===== src/rtl/imem_load_arbiter.sv =====
// Shares the single-port instruction memory between fetch reads and loader writes; BOOT holds fetch until ld_done.
// Grants are combinational, read data is registered one cycle after the grant; loader priority is capped by MAX_LD_BURST.
module imem_load_arbiter #(
  parameter int DEPTH        = 64,
  parameter int AW           = 6,
  parameter int MAX_LD_BURST = 4
) (
  input  logic          clk,
  input  logic          rst,
  input  logic          fetch_req,
  input  logic [31:0]   fetch_addr,
  input  logic          fetch_flush,
  output logic          fetch_gnt,
  output logic          fetch_stall,
  output logic          fetch_valid,
  output logic [31:0]   fetch_instr,
  input  logic          ld_req,
  input  logic [31:0]   ld_addr,
  input  logic [31:0]   ld_data,
  input  logic          ld_done,
  output logic          ld_gnt,
  output logic          ld_err,
  output logic          boot_done,
  output logic [AW-1:0] mem_addr,
  output logic          mem_we,
  output logic [31:0]   mem_wdata,
  input  logic [31:0]   mem_rdata
);

  localparam int BW = $clog2(MAX_LD_BURST + 1);

  typedef enum logic {BOOT, RUN} state_t;

  state_t        state_q, state_d;
  logic [BW-1:0] burst_cnt_q, burst_cnt_d;
  logic          fetch_valid_q, fetch_valid_d;
  logic [31:0]   fetch_instr_q, fetch_instr_d;
  logic          ld_err_q, ld_err_d;
  logic          ld_in_range;
  logic          burst_full;

  logic unused_addr_bits;
  assign unused_addr_bits = ^{fetch_addr[31:AW+2], fetch_addr[1:0], ld_addr[1:0]};

  assign ld_in_range = (ld_addr[31:2] < 30'(DEPTH));
  assign burst_full  = (burst_cnt_q == BW'(MAX_LD_BURST));

  always_comb begin
    state_d       = state_q;
    burst_cnt_d   = burst_cnt_q;
    fetch_gnt     = 1'b0;
    ld_gnt        = 1'b0;
    mem_addr      = '0;
    mem_we        = 1'b0;
    mem_wdata     = '0;
    fetch_valid_d = 1'b0;
    fetch_instr_d = fetch_instr_q;
    ld_err_d      = 1'b0;

    case (state_q)
      BOOT: begin
        ld_gnt = ld_req;
        if (ld_done) state_d = RUN;
      end
      RUN: begin
        if (fetch_req && (!ld_req || burst_full)) fetch_gnt = 1'b1;
        else if (ld_req)                          ld_gnt    = 1'b1;
      end
      default: state_d = BOOT;
    endcase

    if (fetch_gnt) begin
      mem_addr = fetch_addr[AW+1:2];
    end else if (ld_gnt) begin
      mem_addr  = ld_addr[AW+1:2];
      mem_wdata = ld_data;
      mem_we    = ld_in_range;
    end

    // Counts loader wins only while a fetch is waiting; any fetch grant or idle fetch clears it.
    if (!fetch_req || fetch_gnt)            burst_cnt_d = '0;
    else if (ld_gnt && !burst_full)         burst_cnt_d = burst_cnt_q + 1'b1;

    if (fetch_gnt && !fetch_flush) begin
      fetch_valid_d = 1'b1;
      fetch_instr_d = mem_rdata;
    end
    ld_err_d = ld_gnt && !ld_in_range;
  end

  always_ff @(posedge clk or negedge rst) begin
    if (!rst) begin
      state_q       <= BOOT;
      burst_cnt_q   <= '0;
      fetch_valid_q <= 1'b0;
      fetch_instr_q <= '0;
      ld_err_q      <= 1'b0;
    end else begin
      state_q       <= state_d;
      burst_cnt_q   <= burst_cnt_d;
      fetch_valid_q <= fetch_valid_d;
      fetch_instr_q <= fetch_instr_d;
      ld_err_q      <= ld_err_d;
    end
  end

  assign fetch_stall = fetch_req & ~fetch_gnt;
  assign fetch_valid = fetch_valid_q;
  assign fetch_instr = fetch_instr_q;
  assign ld_err      = ld_err_q;
  assign boot_done   = (state_q == RUN);

endmodule


===== config.mk =====
export PLATFORM = sky130hd
export DESIGN_NAME = imem_load_arbiter
export DESIGN_NICKNAME = d
export VERILOG_FILES = /design/src/rtl/imem_load_arbiter.sv
export SDC_FILE = /design/constraint.sdc
export NUM_CORES = 1
export LEC_CHECK = 0
export BUFFER_PORTS_ARGS = -buffer_cell sky130_fd_sc_hd__buf_2
export CORE_AREA = 3 3 81 83
export DETAILED_ROUTE_END_ITERATION = 12
export DIE_AREA = 0 0 84 86
export GPL_TIMING_DRIVEN = 0
export HOLD_SLACK_MARGIN = 0.08
export PLACE_DENSITY = 0.76
export SYNTH_ARGS = -nofsm -noshare
export SYNTH_HDL_FRONTEND = slang
export SYNTH_SLANG_ARGS = --single-unit

===== constraint.sdc =====
create_clock -name clk -period 4.6 [get_ports clk]
set_clock_uncertainty 0.15 [all_clocks]
set_input_delay 0.46 -clock clk [delete_from_list [all_inputs] [get_ports clk]]
set_output_delay 0.46 -clock clk [all_outputs]
set_load 0.02 [all_outputs]

Word-level counts from Yosys, hierarchy flattened:

Cells that the tools add are included.

* add/sub/neg operators: 1
* $lt $le $gt $ge: 1
* eq/ne operators: 1
* muxes and demuxes: 16
* bitwise gates (word level): 3
* reduce and logical (&&, ||, !) cells: 12

Operator list (count)
* $mux 32: 2
* $lt 30x7->1 const B: 1
* $mux 6: 2
* $mux 1: 9
* $mux 3: 2
* $logic_not 1->1: 5
* $logic_and 1x1->1: 4
* $add 3x1->3 const B: 1
* $eq 3x3->1 const B: 1
* $logic_or 1x1->1: 2
* $not 1->1: 2
* $pmux 1 s2: 1
* $reduce_bool 2->1: 1
* $and 1x1->1: 1

* register bits: 38
* output and inout port bits: 77

Longest topological paths before layout:

Gate-level depths: netlist of run 1.

* word-level depth: 8
* gate-level depth with buffers: 7
* mapped depth without buffers: 5

Least setup slack after synthesis of run 1:

Ideal clock, no wire load.

* path type: reg2out
* start point: reg burst_cnt_q[0]
* end point: out mem_we
* arrival time: 1.810 ns
* required time: 3.990 ns
* setup slack: 2.180 ns
* stages on the path, launching flop included: 6
* path through: dfrtp_1 -> inv_1 -> ha_1 -> a21boi_4 -> nor2_1 -> nor4_1

* elaborated cells between the ends (all ways): 9
* those cells by class: eq/ne (1); mux (6); reduce/logical (2)

RTL lines
* start: declaration: RTL line 35 `logic [BW-1:0] burst_cnt_q, burst_cnt_d;`
* start signal: assignment: RTL line 100 `burst_cnt_q <= burst_cnt_d;`
* $eq 3x3->1: RTL line 46 `assign burst_full = (burst_cnt_q == BW'(MAX_LD_BURST));`
* $logic_or 1x1->1: RTL line 66 `if (fetch_req && (!ld_req || burst_full)) fetch_gnt = 1'b1;`
* $logic_and 1x1->1: RTL line 66
* $mux 1: RTL line 66
* $mux 1: RTL line 60 `case (state_q)`
* named net fetch_gnt: RTL line 13 `output logic fetch_gnt,`
* $mux 1: RTL line 72 `if (fetch_gnt) begin`
* end: declaration: RTL line 25 `output logic mem_we,`

The timed path passes the listed nets, and every way through them passes these cells.

Worst setup path in the final report of run 1:

* start point: reg burst_cnt_q[0]
* end point: out mem_wdata[21]

* cells in the longest elaborated chain, start to end: 7
* elaborated cells between the ends (all ways): 9
* those cells by class: eq/ne (1); mux (6); reduce/logical (2)

Ends and longest elaborated chain
* $eq 3x3->1 (*): RTL line 46
* $logic_or 1x1->1 (*): RTL line 66
* $logic_and 1x1->1 (*): RTL line 66
* $mux 1: RTL line 66
* $pmux 1 s2: RTL line 60
* $mux 32: RTL line 74 `end else if (ld_gnt) begin`
* $mux 32 (*): RTL line 72
* end: declaration: RTL line 26 `output logic [31:0] mem_wdata,`

Every way passes the cells marked *; elsewhere a longest branch is shown, timed or not.

==> results of run 1 <==
## synth_stat cells, types with 2 or more instances
cell      instances  share of area, %
nand2_1          10               2.0
nor4_1            7               2.3
nor2b_1           2              0.65
mux2_2           32                19
nand3_1           8               2.1
a21boi_0          3               1.2
ha_1              2               1.3
clkbuf_2          2              0.52
o21ai_0           7               1.8
and2_1           33                11
dfrtp_1          38                50
inv_1             4              0.78
buf_6             4               2.3
## flip-flops by register name, summed over array words and instances (netlist names)
name / cells
boot_done: 1
burst_cnt_q: 3
fetch_instr: 32
fetch_valid: 1
ld_err: 1
## metrics by stage
step	setup slack, ns	utilization, %
4_1_cts	1.81	51.6
6_report	1.85	51.6
3_5_place_dp	2.14	49.3
5_1_grt	1.66	51.6
2_1_floorplan	2.18	-
3_3_place_gp	2.17	49.3
## worst max-delay path, cell delays in order, from the launching register on
cell      delay [ns]
dfrtp_1         0.37
inv_1           0.07
ha_1            0.26
a21bo_2         0.23
buf_2           0.18
a21oi_4         0.21
clkbuf_2        0.21
and2_1          0.15
buf_2           0.16
## logic make-up (layout without fill, tap and decap cells)
family                   Yosys count  count (layout)
AND/OR/NAND/NOR                   65              65
multiplexers                      32              32
buffers and inverters             13             202
adder cells (fa/ha/maj)            2               2
flip-flops                        38              38
AO/OA/AOI/OAI                     15              15
## path summary, 6_finish.rpt
| check | end | depth (start not counted) |
|---|---|---|
| worst max-delay path | mem_wdata[21] | 8 |
| worst min register to register | fetch_instr[27] | 1 |
| worst max register to register | fetch_instr[4] | 6 |
| max in group asynchronous | fetch_instr[27] | 1 |
| min in group clk | boot_done | 2 |
| worst min-delay path | fetch_instr[9] | 1 |
## layer usage
layer / vias up / global-route usage, % / share of wire (%)
li1: 937 / - / -
met1: 871 / 17.1 / 36
met2: 104 / 29.5 / 54
met3: 5 / 2.79 / 8.5
met4: 0 / 5.26 / 1.0
met5: - / 0 / 0
## power groups by stage
stage	registers (mW)	logic [mW]	clock network [mW]
final	0.414	0.328	0.340
after global routing	0.424	0.354	0.366
after CTS	0.416	0.334	0.350
after detailed placement	0.422	0.333	0
after global placement	0.419	0.327	0
after floorplan	0.494	0.116	0
## layout make-up
class                      instances  area, um2  area share [%]
clock inverter                     3       68.8            2.25
timing repair buffer             181        906            29.6
multi-input combinational        114        883            28.9
tap                               75       93.8            3.07
inverter                           4       15.0           0.491
clock buffer                       5       68.8            2.25
sequential                        38        951            31.1
buffer                             9       71.3            2.33
==> flow_metrics.tcl, run 1 <==
set metrics [dict create \
    grt_usage_pct 15.4 \
    start_kind "flip-flop" \
    grt_max_degree 39 \
    hold_ws_ns 0.120 \
    start_util_pct 32.4 \
    synth_xor_area_share_pct 0 \
    post_cts_buffers 0 \
    dieWidth_um 84 \
    ios 211 \
    drive_above_1_share_pct 66.1 \
    synthMuxAreaShare_pct 18.8 \
    area_delta_synth_final_pct 59.2 \
    grt_antenna_before_repair 0 \
    yosysWarnings 0 \
    dpl-instance-area_um2 2920 \
    path_max_fanout 10 \
    worstPathArrival_ns 2.14 \
    dpl.cell_count 421 \
    synthAdderAreaFrac_pct 1.30 \
    grt_pass1_vias 1958 \
    drcViolationCount 0 \
    p_sw_uw 331 \
    fin_crit_sh_pct 59.9 \
    power.leakage_nw 1.65 \
    avgRoutedWirePerCell_um 13.3 \
    slew_violations 0 \
    final_common_cell "buf_2" \
    async_flop_share_pct 100 \
    comb_power_share_pct 30.3 \
    period_needed_ns 2.75 \
    switching_share_pct 30.6 \
    clk-insertion-delay-late_ns 0.29 \
    max_freq_mhz 363 \
    hold_viol 0 \
    p_per_area_nw_per_um2 354 \
    root_buffer "clkbuf_8" \
    die_area_um2 7220 \
    yosys.area_share.simple_pct 19.8 \
    crit_path_end_kind "output pin" \
    cts_tree "done" \
    ir_worst_vdd_mv 0.183 \
    avgViaCountPerCell 4.47 \
    diodes 0 \
    hpwl_um 4750 \
    worstPathRequired_ns 3.99 \
    r2r_start "burst_cnt_q[0]" \
    status "complete, no violations" \
    cts-resized-gates 0 \
    design_area_um2 3060 \
    grt_pass1_wl_um 8980 \
    p_int_uw 751 \
    worstSetupStartpoint "burst_cnt_q[0]" \
    drv_cap 0 \
    synth_ff_type "dfrtp_1" \
    final_cell_mix "182 x buf_2, 38 x dfrtp_1, 33 x and2_1" \
    synth_top_family_by_area "simple AND/OR/NAND/NOR gates" \
    drt_iter0_markers 27 \
    fillers 545 \
    slew_headroom_pct 44.2 \
    synth_cell_types 26 \
    cts_buffers 5 \
    num_rows 28 \
    hp-class "input port to async pin" \
    seq_area_frac_synth_pct 49.5 \
    syn-cell-area_um2 1920 \
    rsz0062_at_grt "false" \
    cts_buffer_depth 2 \
    worst_slew_pin_slew_ns 0.836 \
    synth.avg_cell_area_um2 11.6 \
    drt-pass1-iter-count 4 \
    die_height_um 86 \
    synth_seq_cells 38 \
    synth_compound_gate_area_share_pct 6.12 \
    nNetsFinal 489 \
    gr-total-overflow 0 \
    p_clk_share_pct 31.4 \
    numPortBuffers 181 \
    layoutNonFillerInstCount 429 \
    worst-setup-path-type "flip-flop to output pin" \
    cts_hold_buffers 0 \
    cts.clk_slew.worst_paths_ns 0.08 \
    setup_tns_ns 0 \
    setup_viol 0 \
    cts_num_sinks 38 \
    finalPower_mw 1.08 \
    r2r_setup_slack_ns 2.55 \
    syn_nets 301 \
    drt-total-wl_um 5700 \
    ant_nets 0 \
    synth_cells 165 \
    vias 1917 \
    h-tree-depth 2 \
    gp_congestion 0.758 \
    synth_edf_count 0 \
    sequentialPowerShare_pct 38.3 \
    core_area_um2 5920 \
]
No activity file was read; power rests on OpenSTA's default activity.
==> run 2, diff against run 1 <==
- CORE_AREA: 3 3 81 83 -> unset
- CORE_MARGIN: unset -> 3
- CORE_UTILIZATION: unset -> 31
- DIE_AREA: 0 0 84 86 -> unset
- PLACE_DENSITY: 0.76 -> 0.77
- clock period: 4.6 -> 2.25 ns (I/O delays scaled with it)
==> run 2 against run 1 <==
- register-to-register slack got worse by 2.3 ns
- sequential share of layout area fell by 4.8 points
- combinational power up 140%
- via count rose by 12%
- routed wire length increased by 26%
- worst hold slack worse by 0.023 ns
- critical path depth is 2 lower
- highest routed layer unchanged
- global-route usage is 3.5 points higher
- worst setup slack worse by 1.8 ns
- final cell count grew 10%
- utilization grew 9.0 points
- clock power increased by 100%
==> flow_metrics.tcl, run 2 (synthesized netlist as in run 1, its figures left out) <==
set metrics [dict create \
    grt_pass1_vias 2144 \
    num_rows 28 \
    grt_max_degree 39 \
    worstPathArrival_ns 1.83 \
    slew_headroom_pct 41.6 \
    clk-insertion-delay-late_ns 0.28 \
    fin_crit_sh_pct 97.9 \
    wl_met3_um 521 \
    ff_latch_area_um2 951 \
    cts_tree "done" \
    ant_nets 0 \
    comb_power_share_pct 33.5 \
    vias 2149 \
    ios 211 \
    worst_slack_ns 0.0483 \
    grt_usage_pct 18.9 \
    worst_path_max_delay_cell "dfrtp_1" \
    p_sw_uw 720 \
    routed.top_layer "met4" \
    path_max_fanout 8 \
    critPathMaxStageDelay_ns 0.41 \
    setup_viol 0 \
    finalPower_mw 2.33 \
    start_kind "flip-flop" \
    sequentialPowerShare_pct 36.6 \
    cts_num_sinks 38 \
    path_cells "and2_1 -> a21oi_4 -> buf_4 -> buf_8 -> and2_1 -> buf_4" \
    gr-total-overflow 0 \
    drt_iter0_markers 71 \
    critPathTopFamily "simple AND/OR/NAND/NOR gates" \
    core_area_um2 5960 \
    switching_share_pct 30.9 \
    drt-pass1-iter-count 4 \
    status "complete, no violations" \
    die_height_um 84.7 \
    hold_viol 0 \
    worst-setup-path-type "flip-flop to output pin" \
    area_delta_synth_final_pct 88.1 \
    drcViolationCount 0 \
    h-tree-depth 2 \
    slew_violations 0 \
    wl_met2_um 3580 \
    diodes 0 \
    path_buf_inv 3 \
    worstPathRequired_ns 1.88 \
    pre_cts_ws_ns 0.0261 \
    largest_reg_flops 32 \
    fillers 485 \
    worst_slew_pin_slew_ns 0.876 \
    power.leakage_nw 1.87 \
    die_area_um2 7180 \
    avgViaCountPerCell 4.55 \
    cts.clk_slew.worst_paths_ns 0.08 \
    gp_congestion 0.775 \
    grt_pass1_wl_um 10800 \
    drt-total-wl_um 7190 \
    met1_length_um 3030 \
    avgRoutedWirePerCell_um 15.2 \
    crit_path_end_kind "output pin" \
    dieWidth_um 84.7 \
    drv_cap 0 \
    start_util_pct 32.2 \
    nNetsFinal 532 \
    hp-class "input port to flip-flop" \
    max_freq_mhz 454 \
    final_common_cell "buf_2" \
    drive_above_1_share_pct 63.0 \
    grt_antenna_before_repair 0 \
    numPortBuffers 181 \
    utilization_pct 60.7 \
    setup_tns_ns 0 \
    rsz0062_at_grt "true" \
    p_int_mw 1.61 \
    cts_buffers 5 \
    final_cell_mix "164 x buf_2, 38 x dfrtp_1, 35 x dlygate4sd3_1" \
    root_buffer "clkbuf_8" \
    hpwl_um 5070 \
    multi_input_area_um2 935 \
    p_per_area_nw_per_um2 646 \
    ir_worst_vdd_mv 0.503 \
    cts_buffer_depth 2 \
    r2r_setup_slack_ns 0.27 \
    period_needed_ns 2.20 \
    p_clk_share_pct 29.8 \
]
-- run 2: changes by cell type in the layout (fill, tap and decap cells not counted), moves of 2 or more --
cell,before,now
buf_2,182,164
and2_1,33,30
buf_4,1,20
clkbuf_2,2,0
buf_8,0,3
buf_6,4,9
and2_4,0,3
dlygate4sd3_1,0,35
-- run 2: area by class of cell --
| cell class | instances | share of cell area [%] |
|---|---|---|
| flip-flops and latches | 38 | 26.3 |
| well taps | 75 | 2.60 |
| repair buffers | 225 | 38.6 |
| plain buffers | 7 | 2.35 |
| clock inverters | 3 | 1.90 |
| clock buffers | 5 | 1.90 |
| inverters | 4 | 0.416 |
| multi-input cells | 115 | 25.9 |
-- run 2: what timing repair did --
item,CTS,global route
endpoints found under the hold margin,74,0
pin swaps,2,2
setup endpoints to repair,40,31
hold buffers,35,0
setup buffers,3,3
gates cloned,4,0
gates resized for setup,17,24
-- run 2: worst paths after layout --
path,start,end,cells past startpoint
max in group asynchronous,rst,burst_cnt_q[2],2
hold / removal,ld_req,burst_cnt_q[2],3
min in group asynchronous,rst,fetch_instr[7],2
setup / recovery,boot_done,mem_wdata[4],6
setup reg to reg,burst_cnt_q[1],fetch_instr[10],6
hold reg to reg,fetch_instr[16],fetch_instr[16],1
-- run 2: power by group through the flow --
stage	Clock (mW)	Sequential (mW)	Combinational, mW
2_1_floorplan	0	1.01	0.237
3_3_place_gp	0	0.858	0.671
3_5_place_dp	0	0.864	0.684
4_1_cts	0.728	0.852	0.757
5_1_grt	0.747	0.873	0.831
6_report	0.696	0.855	0.782
-- run 2: tightest hold or removal path, stage by stage --
cell and delay (ns):
buf_6 0.12, o21ai_0 0.07, a21boi_0 0.08
-- run 2: metal layers --
layer | global-route usage (%) | vias up
met3 | 5.10 | 6
met4 | 3.88 | 0
met2 | 30.2 | 99
met5 | 0 | -
met1 | 25.9 | 1017
li1 | - | 1027
-- run 2: per-stage QoR --
stage / area (um2) / instances / hold slack (ns)
floorplan: 1920 / 165 / -0.221
global placement: 2920 / 421 / 0.227
detailed placement: 2920 / 421 / 0.243
CTS: 3530 / 470 / 0.0810
global route: 3610 / 472 / 0.0933
finish: 3610 / 472 / 0.0966
